<file path="src/rtl/core_pkg.sv">
`default_nettype none
// ============================================================================
//  Module : core_pkg
//  Shared encodings for the writeback path: result-select and load-type codes.
//  Revision: 1.0
// ============================================================================
package core_pkg;

  typedef enum logic [1:0] {
    RESULT_ALU  = 2'b00,
    RESULT_LOAD = 2'b01,
    RESULT_PC4  = 2'b10,
    RESULT_IMM  = 2'b11
  } result_src_e;

  localparam logic [2:0] F3_LB  = 3'b000;
  localparam logic [2:0] F3_LH  = 3'b001;
  localparam logic [2:0] F3_LW  = 3'b010;
  localparam logic [2:0] F3_LBU = 3'b100;
  localparam logic [2:0] F3_LHU = 3'b101;

  function automatic logic is_half_load(input logic [2:0] f3);
    return (f3 == F3_LH) || (f3 == F3_LHU);
  endfunction

endpackage
`default_nettype wire

</file>
<file path="src/rtl/load_extend.sv">
`default_nettype none
// ============================================================================
//  Module : load_extend
//  Picks the addressed byte/half out of a memory word and sign/zero extends it.
//  Revision: 1.0
// ============================================================================
module load_extend
  import core_pkg::*;
#(
  parameter int XLEN = 32
) (
  input  logic [XLEN-1:0] word_i,
  input  logic [1:0]      off_i,
  input  logic [2:0]      funct3_i,
  output logic [XLEN-1:0] data_o,
  output logic            misaligned_o
);

  logic [7:0]  byte_w;
  logic [15:0] half_w;

  always_comb begin
    byte_w = word_i[{off_i, 3'b000} +: 8];
    half_w = off_i[1] ? word_i[31:16] : word_i[15:0];

    case (funct3_i)
      F3_LB:   data_o = {{(XLEN-8){byte_w[7]}}, byte_w};
      F3_LBU:  data_o = {{(XLEN-8){1'b0}}, byte_w};
      F3_LH:   data_o = {{(XLEN-16){half_w[15]}}, half_w};
      F3_LHU:  data_o = {{(XLEN-16){1'b0}}, half_w};
      default: data_o = word_i;
    endcase

    misaligned_o = (is_half_load(funct3_i) && off_i[0]) ||
                   ((funct3_i == F3_LW) && (off_i != 2'b00));
  end

endmodule
`default_nettype wire

</file>
<file path="src/rtl/mem_wb_stage.sv">
`default_nettype none
// ============================================================================
//  Module : mem_wb_stage
//  MEM/WB pipeline register, writeback mux, x0/misalign write gating, instret.
//  Revision: 1.0
// ============================================================================
module mem_wb_stage
  import core_pkg::*;
#(
  parameter int XLEN  = 32,
  parameter int RA_W  = 5,
  parameter int CNT_W = 64
) (
  input  logic             clk,
  input  logic             rst_n,
  input  logic             stallW,
  input  logic             flushW,
  input  logic             validM,
  input  logic             RegWriteM,
  input  logic [1:0]       ResultSrcM,
  input  logic [2:0]       funct3M,
  input  logic [RA_W-1:0]  RdM,
  input  logic [XLEN-1:0]  ALUResultM,
  input  logic [XLEN-1:0]  ReadDataM,
  input  logic [XLEN-1:0]  PC_plus4M,
  input  logic [XLEN-1:0]  ImmExtM,
  output logic [RA_W-1:0]  A3,
  output logic [XLEN-1:0]  WD3,
  output logic             WE3,
  output logic             RegWriteW,
  output logic             misalignedW,
  output logic [CNT_W-1:0] instret
);

  logic            valid_q;
  logic            regwrite_q;
  logic [1:0]      src_q;
  logic [2:0]      funct3_q;
  logic [RA_W-1:0] rd_q;
  logic [XLEN-1:0] alu_q;
  logic [XLEN-1:0] rdata_q;
  logic [XLEN-1:0] pc4_q;
  logic [XLEN-1:0] imm_q;
  logic [CNT_W-1:0] instret_q;
  logic [CNT_W-1:0] instret_d;

  logic [XLEN-1:0] load_data_w;
  logic            load_mis_w;
  logic            is_load_w;

  // Stall outranks flush so a held instruction is never lost to a bubble.
  always_ff @(posedge clk or negedge rst_n) begin
    if (!rst_n) begin
      valid_q    <= 1'b0;
      regwrite_q <= 1'b0;
      src_q      <= '0;
      funct3_q   <= '0;
      rd_q       <= '0;
      alu_q      <= '0;
      rdata_q    <= '0;
      pc4_q      <= '0;
      imm_q      <= '0;
    end else if (!stallW) begin
      if (flushW) begin
        valid_q    <= 1'b0;
        regwrite_q <= 1'b0;
        src_q      <= '0;
        funct3_q   <= '0;
        rd_q       <= '0;
        alu_q      <= '0;
        rdata_q    <= '0;
        pc4_q      <= '0;
        imm_q      <= '0;
      end else begin
        valid_q    <= validM;
        regwrite_q <= RegWriteM;
        src_q      <= ResultSrcM;
        funct3_q   <= funct3M;
        rd_q       <= RdM;
        alu_q      <= ALUResultM;
        rdata_q    <= ReadDataM;
        pc4_q      <= PC_plus4M;
        imm_q      <= ImmExtM;
      end
    end
  end

  // An instruction retires on the edge it leaves WB, regardless of flush.
  always_comb begin
    instret_d = instret_q;
    if (valid_q && !stallW) instret_d = instret_q + 1'b1;
  end

  always_ff @(posedge clk or negedge rst_n) begin
    if (!rst_n) instret_q <= '0;
    else        instret_q <= instret_d;
  end

  load_extend #(.XLEN(XLEN)) u_load_extend (
    .word_i       (rdata_q),
    .off_i        (alu_q[1:0]),
    .funct3_i     (funct3_q),
    .data_o       (load_data_w),
    .misaligned_o (load_mis_w)
  );

  always_comb begin
    is_load_w = (result_src_e'(src_q) == RESULT_LOAD);

    case (result_src_e'(src_q))
      RESULT_LOAD: WD3 = load_data_w;
      RESULT_PC4:  WD3 = pc4_q;
      RESULT_IMM:  WD3 = imm_q;
      default:     WD3 = alu_q;
    endcase

    misalignedW = valid_q && is_load_w && load_mis_w;
    WE3         = valid_q && regwrite_q && (rd_q != '0) && !misalignedW;
  end

  assign A3        = rd_q;
  assign RegWriteW = WE3;
  assign instret   = instret_q;

endmodule
`default_nettype wire

</file>
<file path="config.mk">
export PLATFORM = sky130hd
export DESIGN_NAME = mem_wb_stage
export DESIGN_NICKNAME = d
export VERILOG_FILES = /design/src/rtl/core_pkg.sv /design/src/rtl/load_extend.sv /design/src/rtl/mem_wb_stage.sv
export SDC_FILE = /design/constraint.sdc
export NUM_CORES = 1
export LEC_CHECK = 0
export BUFFER_PORTS_ARGS = -buffer_cell sky130_fd_sc_hd__buf_2
export CORE_UTILIZATION = 35
export DETAILED_ROUTE_END_ITERATION = 10
export PLACE_DENSITY = 0.61
export SLEW_MARGIN = 20
export SYNTH_ARGS = -nofsm -noshare
export SYNTH_HDL_FRONTEND = slang
export SYNTH_SLANG_ARGS = --single-unit
</file>
<file path="constraint.sdc">
create_clock -name clk -period 4.4 [get_ports clk]
set_input_delay 0.22 -clock clk [delete_from_list [all_inputs] [get_ports clk]]
set_output_delay 0.22 -clock clk [all_outputs]
set_load 0.01 [all_outputs]
</file>
==> parameters.txt, run 1 <==
Parameter                              Value

Worst setup path
  Buffers plus inverters on the worst setup path    3
  Max Fanout on Critical Path    29
  Critical-path top delay cell    dfrtp_1
  Startpoint type of the worst setup path    register
  Ordered list of cells on the worst path    clkinv_1 > o21ai_0 > o21ai_1 > buf_4 > o21ai_0 > o21a_1 > buf_2
  Worst EP arrival    around 3400 ps
  Gate family responsible for the most delay along the worst path    compound AO/OA/AOI/OAI gates
  Crit-path max cell delay    roughly 900 ps
  Most common cell type on the critical path    o21ai_0
  Kind of capture point of the worst setup path    output pin
  Worst Path Required    4180 ps
  Category of the most critical setup path    register to output pin

Routing
  Total via count in the routed design    a little over 9000
  1st-pass router iterations    6
  Post-route DRC violation count    0
  WL per Instance    ~18 um
  Total wire length after detailed routing    approximately 33000 um
  Vias per cell    approximately 5.0
  Initial DRC Count    slightly below 800
  Remaining number of nets flagged by the antenna check after routing    0

Logic synthesis
  Library cells used by synthesis    50
  Portion of synthesized cell area occupied by the leading cell type    roughly half
  Number of synthesized flops with an enable pin    0
  Gate Count Post-Synth    1132
  Seq/Total Area, Yosys    49.99%
  Dominant register cell in the synthesized netlist    dfrtp_1
  Combined area of all synthesized cells    0.01021 mm^2
  Share of flip-flops with an asynchronous set or reset after synthesis    between 90% and 100%
  Synth Area in Compound Gates    around 16%
  Mean area per synthesized cell    9.020 um^2
  Count of warnings emitted by yosys    0
  Register bit total from synthesis    around 200
  Combinational family with the most area after synthesis    simple AND/OR/NAND/NOR gates
  Xor and xnor area share after synthesis    ~5.4%
  Mux share of post-synthesis cell area    around 1.7%
  Largest cells by area after synthesis    dfrtp_1, nand2b_1, o21ai_0
  Arithmetic-cell share of the synthesized area counting full adders, half adders and majority gates    less than 1%
  Area fraction in and, or, nand and nor cells after synthesis    around a quarter
  Mapped Nets    1277
  Library cell occupying the most area in the post-synthesis netlist    dfrtp_1

Pwr
  Power density over the cells    344.1 mW/mm^2
  Internal power contribution    ~3.4 mW
  Leakage power of the design    between 6 and 7 nW
  Clock share of power    between 30% and 40%
  Highest ir drop seen on vdd    roughly 250 uV
  Combinational group share of total power    roughly 17%
  Part of the power in registers    ~45%
  Switching pwr    between 1 and 1.5 mW
  Switching share of power    27.96%

Min path
  Hold Path Class    input pin to register

CTS
  Postcts setup bufs    0
  Number of buffers created by CTS    23
  Number of buffers between clock root and the deepest sink    3
  Clock net sink count    around 200
  Clock transition at the register clock pins on the worst setup and hold paths after CTS    approximately 50 ps
  H-tree levels    1
  CTS tree    built
  Insertion delay of the later-clocked pin in the worst-skew pair    around 500 ps
  Cell at the root of the clock tree    clkbuf_16

Floorplan
  Die Width    172.8 um
  Effective utilization at floorplan    35.58%
  Area inside the core boundary    approximately 0.029 mm^2
  Height of the die    about 170 um
  I/O pin count    about 250
  Rows    62
  Die area    around 0.03 mm^2

Timing
  Slew Viols, Final    0
  Tightest slew margin relative to the limit    a little over a quarter
  Setup tns final    0 ps
  Post-route clock skew    slightly above 8 ps
  Setup violations, final    0
  Period utilisation layout    82.20%
  Number of hold-slack violations in the final timing report    2
  Fmax    ~280 MHz
  Unrepaired setup endpoints after global routing    false
  Post-Route Hold Slack    -0.2205 ps
  Worst-Margin Slew    ~1100 ps
  Final critical-path required period    around 3600 ps

Global route
  Via count of the first global-routing pass    8842
  Number of antenna violations at the first check in global routing    0
  Maximum number of pins on one net before global-route repair    between 100 and 150
  Final global-route overflow total    0
  Wire length of the first global-routing pass    around 51000 um
  All-Layer GR Usage    approximately 22%

Placement
  DPL Wire Length    ~23000 um
  Input/output buffers    247
  Routability congestion estimate    between 0.9 and 1
  Area post-placement    between 0.01 and 0.015 mm^2

Run status
  Violations in the final reports    hold timing
  Status    complete, but fails checks

Run
  Max-Cap Viols    0

Finish
  Utilization after layout    47.67%
  Layout cell share with drive strength beyond 1    between 20% and 30%
  Area added between synthesis and finish    34.00%
  Number of nets in the final layout    1606
  Final standard cell area without fillers    around 0.014 mm^2
  Antenna diode count    0
layout by cell type (no fill, tap or decap), types with 7 or more instances in the layout:
cell type	count
a21oi_1	39
a221oi_1	9
a22o_1	10
and3_1	7
buf_2	245
buf_4	7
clkbuf_16	23
dfrtp_1	204
dlygate4sd3_1	127
inv_1	23
mux2i_1	8
nand2_1	203
nand2b_1	137
nand3_1	22
nand4_1	14
nor2_1	33
nor3_1	15
nor4_1	7
o21a_1	22
o21ai_0	169
o22ai_1	9
xnor2_1	34
xor2_1	29
Yosys cell counts, types with 2 or more instances:
library cell  instances
a21oi_1              39
a221oi_1              9
a22o_1               10
a2bb2oi_1             6
and2_1                5
and3_1                7
and4_1                4
buf_1                 4
clkbuf_1             72
dfrtp_1             204
inv_1                23
mux2_2                2
mux2i_1               8
mux4_2                3
nand2_1             203
nand2b_1            137
nand3_1              22
nand4_1              14
nor2_1               33
nor2b_1               3
nor3_1               15
nor3_2                2
nor4_1                7
nor4_2                4
o21a_1               22
o21ai_0             169
o21ai_1               4
o221ai_1              6
o22ai_1               9
or2_2                 3
or3_1                 2
or4_1                 2
xnor2_1              34
xor2_1               29
routing by layer:
layer	up-vias	part of all wire, %	track usage, %
li1	4491	-	-
met1	4376	46	31.38
met2	359	43	32.31
met3	45	6.7	4.090
met4	0	3.8	7.559
met5	-	0	0
worst paths after layout:
path,start,endpoint,slack [ps],cells past startpoint
worst min register to register,instret[63],instret[63],460,1
max in group asynchronous,rst_n,imm_q[17],3070,3
worst min-delay path,ReadDataM[20],rdata_q[20],-0.2,3
worst max-delay path,funct3_q[1],WD3[22],780,7
min in group asynchronous,rst_n,alu_q[22],370,2
worst max register to register,instret[4],instret[56],1870,5
logic make-up (layout without fill, tap and decap cells):
logic type,Yosys count,count (layout)
adders and majority gates,1,1
DFF,204,204
muxes,13,13
and+or+nand+nor,470,470
buffers and inverters,102,446
AOI/OAI and AO/OA,279,279
xor gates and xnor gates,63,63
timing repair:
item,in CTS,in global routing
hold endpoints to repair,249,0
endpoints found under the setup margin,0,0
hold buffers,127,0
resized for setup,0,0
power by group through the flow:
stage	logic (mW)	clock network [mW]	registers [mW]
floorplan	0.390	0	2.11
global placement	0.692	0	2.15
detailed placement	0.695	0	2.16
CTS	0.785	1.84	2.12
global route	0.861	1.92	2.14
finish	0.787	1.79	2.13
area by class of cell:
| class | count | area, um^2 |
|---|---|---|
| inverters | 24 | 90.09 |
| flip-flops and latches | 204 | 5105 |
| clock inverters | 6 | 32.53 |
| well taps | 384 | 480.5 |
| fillers | 2777 | 15020 |
| repair buffers | 382 | 2596 |
| clock buffers | 34 | 666.9 |
| multi-input cells | 826 | 4712 |
state kept, by name, summed over array words and instances, names as in the netlist:
| register | flops |
|---|---|
| A3 | 5 |
| alu_q | 32 |
| funct3_q | 3 |
| imm_q | 32 |
| instret | 64 |
| pc4_q | 32 |
| rdata_q | 32 |
| regwrite_q | 1 |
| src_q | 2 |
| valid_q | 1 |
per-stage QoR:
step,cells,power [mW],setup WS [ps]
floorplan,1132,2.497,2104
global route,1860,4.923,564.6
CTS,1860,4.750,901.2
global placement,1693,2.846,1378
detailed placement,1693,2.852,1430
finish,1860,4.709,783.0
worst reg2reg max path: stages (launching register included):
cell and delay (ps):
dfrtp_1 430, nand4_2 170, or4_4 580, or4_1 800, nor4_4 310, xor2_1 160
Note: power is estimated with default switching activity, not from simulation.
==> inputs of run 2 (changes only) <==
--- a/config.mk
+++ b/config.mk
@@ -8,7 +8,7 @@
 export BUFFER_PORTS_ARGS = -buffer_cell sky130_fd_sc_hd__buf_2
 export CORE_UTILIZATION = 35
 export DETAILED_ROUTE_END_ITERATION = 10
-export PLACE_DENSITY = 0.61
+export PLACE_DENSITY = 0.63
 export SLEW_MARGIN = 20
 export SYNTH_ARGS = -nofsm -noshare
 export SYNTH_HDL_FRONTEND = slang
==> constraint.sdc (replaced) <==
create_clock -name clk -period 3.09 [get_ports clk]
set_input_delay 0.1545 -clock clk [delete_from_list [all_inputs] [get_ports clk]]
set_output_delay 0.1545 -clock clk [all_outputs]
set_load 0.01 [all_outputs]
==> run 2 against run 1 <==
  * The run now ends clean
  * First-iteration DRC count decreased by 11%
  * Sequential power increased by 40%
  * Clock skew about the same
  * Count of clock-buffer cells in the layout increased by 4
  * Die area unchanged
  * Non-clock buffer count increased by 29
  * Sequential cell count unchanged
  * Register-to-register slack got worse by 1300 ps
  * Largest power group unchanged
==> parameters.txt, run 2 (synthesis gave the netlist of run 1 again) <==
Parameter                              Value

Worst setup path
  Buffers plus inverters on the worst setup path    3
  Max Fanout on Critical Path    18
  Kind of capture point of the worst setup path    output pin
  Crit-path max cell delay    590 ps
  Worst Path Required    around 3000 ps
  Critical-path top delay cell    o21ai_0
  Critical Path Stages    7
  Category of the most critical setup path    register to output pin
  Number of cell instances on the worst register-to-register path    5
  Worst EP arrival    between 2000 and 3000 ps
  Gate family responsible for the most delay along the worst path    compound AO/OA/AOI/OAI gates
  Startpoint type of the worst setup path    register
  Ordered list of cells on the worst path    buf_4 > nand2b_1 > buf_4 > o21ai_0 > o21ai_0 > o21a_1 > buf_2

Global route
  Maximum number of pins on one net before global-route repair    between 200 and 300
  Via count of the first global-routing pass    a little over 9000
  Final global-route overflow total    0
  All-Layer GR Usage    approximately a quarter
  Number of antenna violations at the first check in global routing    2
  Wire length of the first global-routing pass    approximately 54000 um

CTS
  Insertion delay of the later-clocked pin in the worst-skew pair    just over 500 ps
  Postcts setup bufs    0
  Number of buffers created by CTS    24
  Cell at the root of the clock tree    clkbuf_16
  Clock transition at the register clock pins on the worst setup and hold paths after CTS    60 ps
  CTS tree    built
  Number of buffers between clock root and the deepest sink    3
  Clock net sink count    204
  H-tree levels    1

Placement
  Setup WS pre-CTS    roughly 550 ps
  Input/output buffers    around 250
  Routability congestion estimate    ~0.93
  DPL Wire Length    approximately 24000 um

Finish
  Fill cell instance count of the final layout    approximately 2700
  Flip-flop count of the largest register after layout    64
  Sequential Area    roughly 0.0051 mm^2
  Antenna diode count    0
  Layout cell share with drive strength beyond 1    between 20% and 30%
  Area added between synthesis and finish    37.46%
  Number of nets in the final layout    around 1600
  Most frequent standard cell in the layout excluding fill and tap cells    buf_2
  Multi-input combinational cell area    ~0.0047 mm^2
  Leading cell types in the layout, fill and taps excluded    buf_2, dfrtp_1, nand2_1

Floorplan
  Die Width    ~170 um
  Effective utilization at floorplan    around 36%
  I/O pin count    between 200 and 250
  Height of the die    172.8 um
  Area inside the core boundary    between 0.02 and 0.03 mm^2
  Die area    0.02986 mm^2
  Rows    between 60 and 70

Routing
  Initial DRC Count    689
  Vias per cell    roughly 5
  Remaining number of nets flagged by the antenna check after routing    0
  Post-route DRC violation count    0
  1st-pass router iterations    5
  Total wire length after detailed routing    about 35000 um
  WL per Instance    about 19 um
  Total via count in the routed design    between 9000 and 10000

Timing
  Worst-Margin Slew    between 1000 and 1500 ps
  Post-route clock skew    between 8 and 9 ps
  Number of hold-slack violations in the final timing report    0
  Setup slack of the critical path after layout    68.09 ps
  Fmax    between 300 and 400 MHz
  Setup tns final    0 ps
  Setup violations, final    0
  Slew Viols, Final    0
  Final critical-path required period    slightly above 3000 ps
  Unrepaired setup endpoints after global routing    false
  Period utilisation layout    between 90% and 100%
  Tightest slew margin relative to the limit    25.32%

Pwr
  Highest ir drop seen on vdd    approximately 270 uV
  Power density over the cells    between 500 and 600 mW/mm^2
  Leakage power of the design    6.532 nW

Run
  Max-Cap Viols    0

Run status
  Status    completed

Min path
  Hold Path Class    input pin to async pin
## run 2: cell types whose count changed in the layout (fill, tap and decap cells not counted), sizes merged
cell	delta
clkbuf	+5
clkinvlp	-1
clkinv	-4
dlygate4sd3	+15
buf	+13
bufinv	+2
## run 2: path summary, 6_finish.rpt
| kind | from | end | slack [ps] |
|---|---|---|---|
| setup / recovery | src_q[0] | WD3[23] | 70 |
| hold / removal | rst_n | instret[12] | 270 |
| setup reg to reg | instret[4] | instret[56] | 530 |
| hold reg to reg | pc4_q[27] | pc4_q[27] | 480 |
| max in group asynchronous | rst_n | imm_q[26] | 1860 |
| min in group clk | RdM[4] | A3[4] | 390 |
## run 2: worst reg2reg max path: stages (launching register included)
cell and delay, ps:
dfrtp_1 460, nand4_2 180, or4_4 590, or4_1 790
nor4_4 300, xor2_1 160
## run 2: layer usage
| layer | vias to the layer above | wire (um) | global-route usage, % |
|---|---|---|---|
| met2 | 414 | 15350 | 35.13 |
| met3 | 80 | 2644 | 4.925 |
| met5 | - | 0 | 0 |
| li1 | 4547 | - | - |
| met1 | 4438 | 15440 | 32.25 |
| met4 | 0 | 1612 | 9.919 |
## run 2: cell type report
| cell class | instances | area share, % |
|---|---|---|
| Sequential cell | 204 | 36.37 |
| Timing Repair Buffer | 411 | 20.48 |
| Clock inverter | 3 | 0.4635 |
| Clock buffer | 38 | 5.019 |
| Multi-Input combinational cell | 826 | 33.60 |
| Inverter | 24 | 0.6418 |
| Tap cell | 384 | 3.423 |
## run 2: timing repair
action / in CTS / in global routing
endpoints found under the setup margin: 0 / 1
hold endpoints to repair: 227 / 0
gates resized for setup: 0 / 1
hold buffers: 142 / 0
## run 2: stage by stage
| step | std cells | utilization [%] | power [mW] | instance area, um^2 | hold slack (ps) |
|---|---|---|---|---|---|
| floorplan | 1132 | - | 3.555 | 10210 | -141.1 |
| global placement | 1707 | 41.26 | 4.100 | 11840 | 273.8 |
| detailed placement | 1707 | 41.27 | 4.106 | 11850 | 272.1 |
| CTS | 1890 | 48.90 | 7.068 | 14040 | 289.7 |
| global route | 1890 | 48.90 | 7.312 | 14040 | 339.8 |
| finish | 1890 | 48.90 | 7.026 | 14040 | 266.7 |
## run 2: power breakdown
part           switching (mW)  internal [mW]  total [mW]  leakage, nW
Clock                    1.09           1.71        2.80        0.374
Combinational           0.696          0.535        1.23         3.47
Sequential              0.151           2.84        2.99         2.69
==> inputs of run 3 (changes only) <==
--- a/config.mk
+++ b/config.mk
@@ -5,10 +5,12 @@
 export SDC_FILE = /design/constraint.sdc
 export NUM_CORES = 1
 export LEC_CHECK = 0
-export BUFFER_PORTS_ARGS = -buffer_cell sky130_fd_sc_hd__buf_2
 export CORE_UTILIZATION = 35
 export DETAILED_ROUTE_END_ITERATION = 10
-export PLACE_DENSITY = 0.63
+export DONT_BUFFER_PORTS = 1
+export GPL_ROUTABILITY_DRIVEN = 0
+export PLACE_DENSITY = 0.56
+export REMOVE_ABC_BUFFERS = 1
 export SLEW_MARGIN = 20
 export SYNTH_ARGS = -nofsm -noshare
 export SYNTH_HDL_FRONTEND = slang
==> run 3 against run 2 <==
  * Cell area is 2.3% lower
  * The flow now finishes with violations (hold timing)
  * Clock skew is 0.98 ps lower
  * Sequential share of layout area is 0.86 points higher
  * Total power is 4.0% lower
  * Count of clock-buffer cells in the layout is 1 lower
  * Sequential power hardly changed
  * Clock power hardly changed
  * Largest power group unchanged
  * Highest routed layer unchanged
  * Sequential cell count stayed put
  * Largest cell class unchanged
  * First-iteration DRC count is 34% lower
  * Via count is 7.4% lower
==> parameters.txt, run 3 (synthesis gave the netlist of run 1 again) <==
Parameter                              Value

Run status
  Status    complete, but fails checks
  Violations in the final reports    hold timing

Timing
  Final critical-path required period    2872 ps
  Setup tns final    0 ps
  Fmax    roughly 350 MHz
  Post-route clock skew    7.440 ps
  Slew Viols, Final    0
  Number of hold-slack violations in the final timing report    ~200
  Setup slack of the critical path after layout    around 220 ps
  Unrepaired setup endpoints after global routing    false
  Tightest slew margin relative to the limit    46.78%
  Worst-Margin Slew    798.3 ps
  Post-Route Hold Slack    -658.5 ps
  Setup violations, final    0
  Period utilisation layout    approximately 93%

Global route
  Final global-route overflow total    0
  Wire length of the first global-routing pass    a little under 50000 um
  All-Layer GR Usage    20.24%
  Via count of the first global-routing pass    approximately 9000
  Maximum number of pins on one net before global-route repair    just over 200
  Number of antenna violations at the first check in global routing    1

Worst setup path
  Max Fanout on Critical Path    6
  Startpoint type of the worst setup path    register
  Number of cell instances on the worst register-to-register path    5
  Worst EP arrival    2720 ps
  Setup slack, reg-to-reg    ~460 ps
  Worst Path Required    about 3000 ps
  Category of the most critical setup path    register to output pin
  Kind of capture point of the worst setup path    output pin

Routing
  Highest metal used    met4
  Total via count in the routed design    a little under 9000
  WL per Instance    approximately 17 um
  Post-route DRC violation count    0
  Met2 Routed Length    14580 um
  Remaining number of nets flagged by the antenna check after routing    0
  Detailed-route wire length on metal 1    13310 um
  Sum of met3 wire segment lengths after detailed routing    ~1800 um
  Initial DRC Count    between 400 and 500
  Vias per cell    5.043
  Total wire length after detailed routing    about 30000 um
  1st-pass router iterations    6

Pwr
  Leakage power of the design    5.763 nW
  Power density over the cells    roughly 490 mW/mm^2
  Overall power    6.745 mW
  Highest ir drop seen on vdd    373.3 uV

Finish
  Number of nets in the final layout    1483
  Most frequent standard cell in the layout excluding fill and tap cells    dlygate4sd3_1
  Flip-flop count of the largest register after layout    64
  Layout cell share with drive strength beyond 1    under 10%
  Multi-input combinational cell area    ~0.0047 mm^2
  Utilization after layout    a little under half
  Area added between synthesis and finish    34.36%
  Fill cell instance count of the final layout    2722
  Sequential Area    between 0.005 and 0.006 mm^2
  Final standard cell area without fillers    between 0.01 and 0.015 mm^2
  Leading cell types in the layout, fill and taps excluded    dlygate4sd3_1, nand2_1, dfrtp_1

Floorplan
  Die Width    roughly 170 um
  Die area    around 0.030 mm^2
  Area inside the core boundary    about 0.029 mm^2
  Height of the die    about 170 um
  Rows    62
  Effective utilization at floorplan    around 36%
  I/O pin count    248

CTS
  Postcts setup bufs    0
  Number of hold buffers added after cts    243
  Clock transition at the register clock pins on the worst setup and hold paths after CTS    roughly 60 ps
  Number of buffers between clock root and the deepest sink    3
  CTS tree    built
  Clock net sink count    204
  Number of buffers created by CTS    25
  Cell at the root of the clock tree    clkbuf_16
  H-tree levels    1
  # resized after CTS    0
  Insertion delay of the later-clocked pin in the worst-skew pair    520 ps

Placement
  Area post-placement    0.01050 mm^2
  Input/output buffers    0
  Setup WS pre-CTS    471.7 ps
  DPL Wire Length    18440 um

Run
  Max-Cap Viols    0

Min path
  Hold Path Class    input pin to async pin
-- run 3: worst paths after layout --
| check | from | end |
|---|---|---|
| setup reg to reg | instret[4] | instret[56] |
| hold / removal | rst_n | instret[43] |
| min in group clk | stallW | alu_q[31] |
| max in group asynchronous | rst_n | alu_q[1] |
| hold reg to reg | pc4_q[17] | pc4_q[17] |
| setup / recovery | alu_q[1] | WD3[9] |
-- run 3: power by group --
group | internal [mW] | switching (mW) | leakage (nW)
Sequential | 2.84 | 0.172 | 2.69
Combinational | 0.493 | 0.453 | 2.69
Clock | 1.63 | 1.16 | 0.383
Total | 4.96 | 1.78 | 5.76
-- run 3: metrics by stage --
stage | instances | hold slack [ps]
after floorplan | 1054 | -141.1
after global placement | 1452 | -131.7
after detailed placement | 1452 | -133.2
after CTS | 1739 | -698.3
after global routing | 1740 | -691.1
final | 1740 | -658.5
-- run 3: critical path, cell delays in order, from the launching register on --
cell	delay [ps]
dfrtp_1	480
mux4_2	560
a211oi_1	290
nor2_1	190
a221oi_1	510
nor2_1	160
-- run 3: layout make-up --
class / instances / area share, %
flip-flops and latches: 204 / 37.23
multi-input cells: 826 / 34.35
repair buffers: 257 / 18.62
clock buffers: 37 / 5.326
well taps: 384 / 3.502
inverters: 24 / 0.6566
clock inverters: 7 / 0.3010
diodes: 1 / 0.01824
-- run 3: layer usage --
metal	track usage (%)	up-vias
met1	25.78	4248
met3	4.947	45
li1	-	4246
met4	4.830	0
met5	0	-
met2	34.48	236
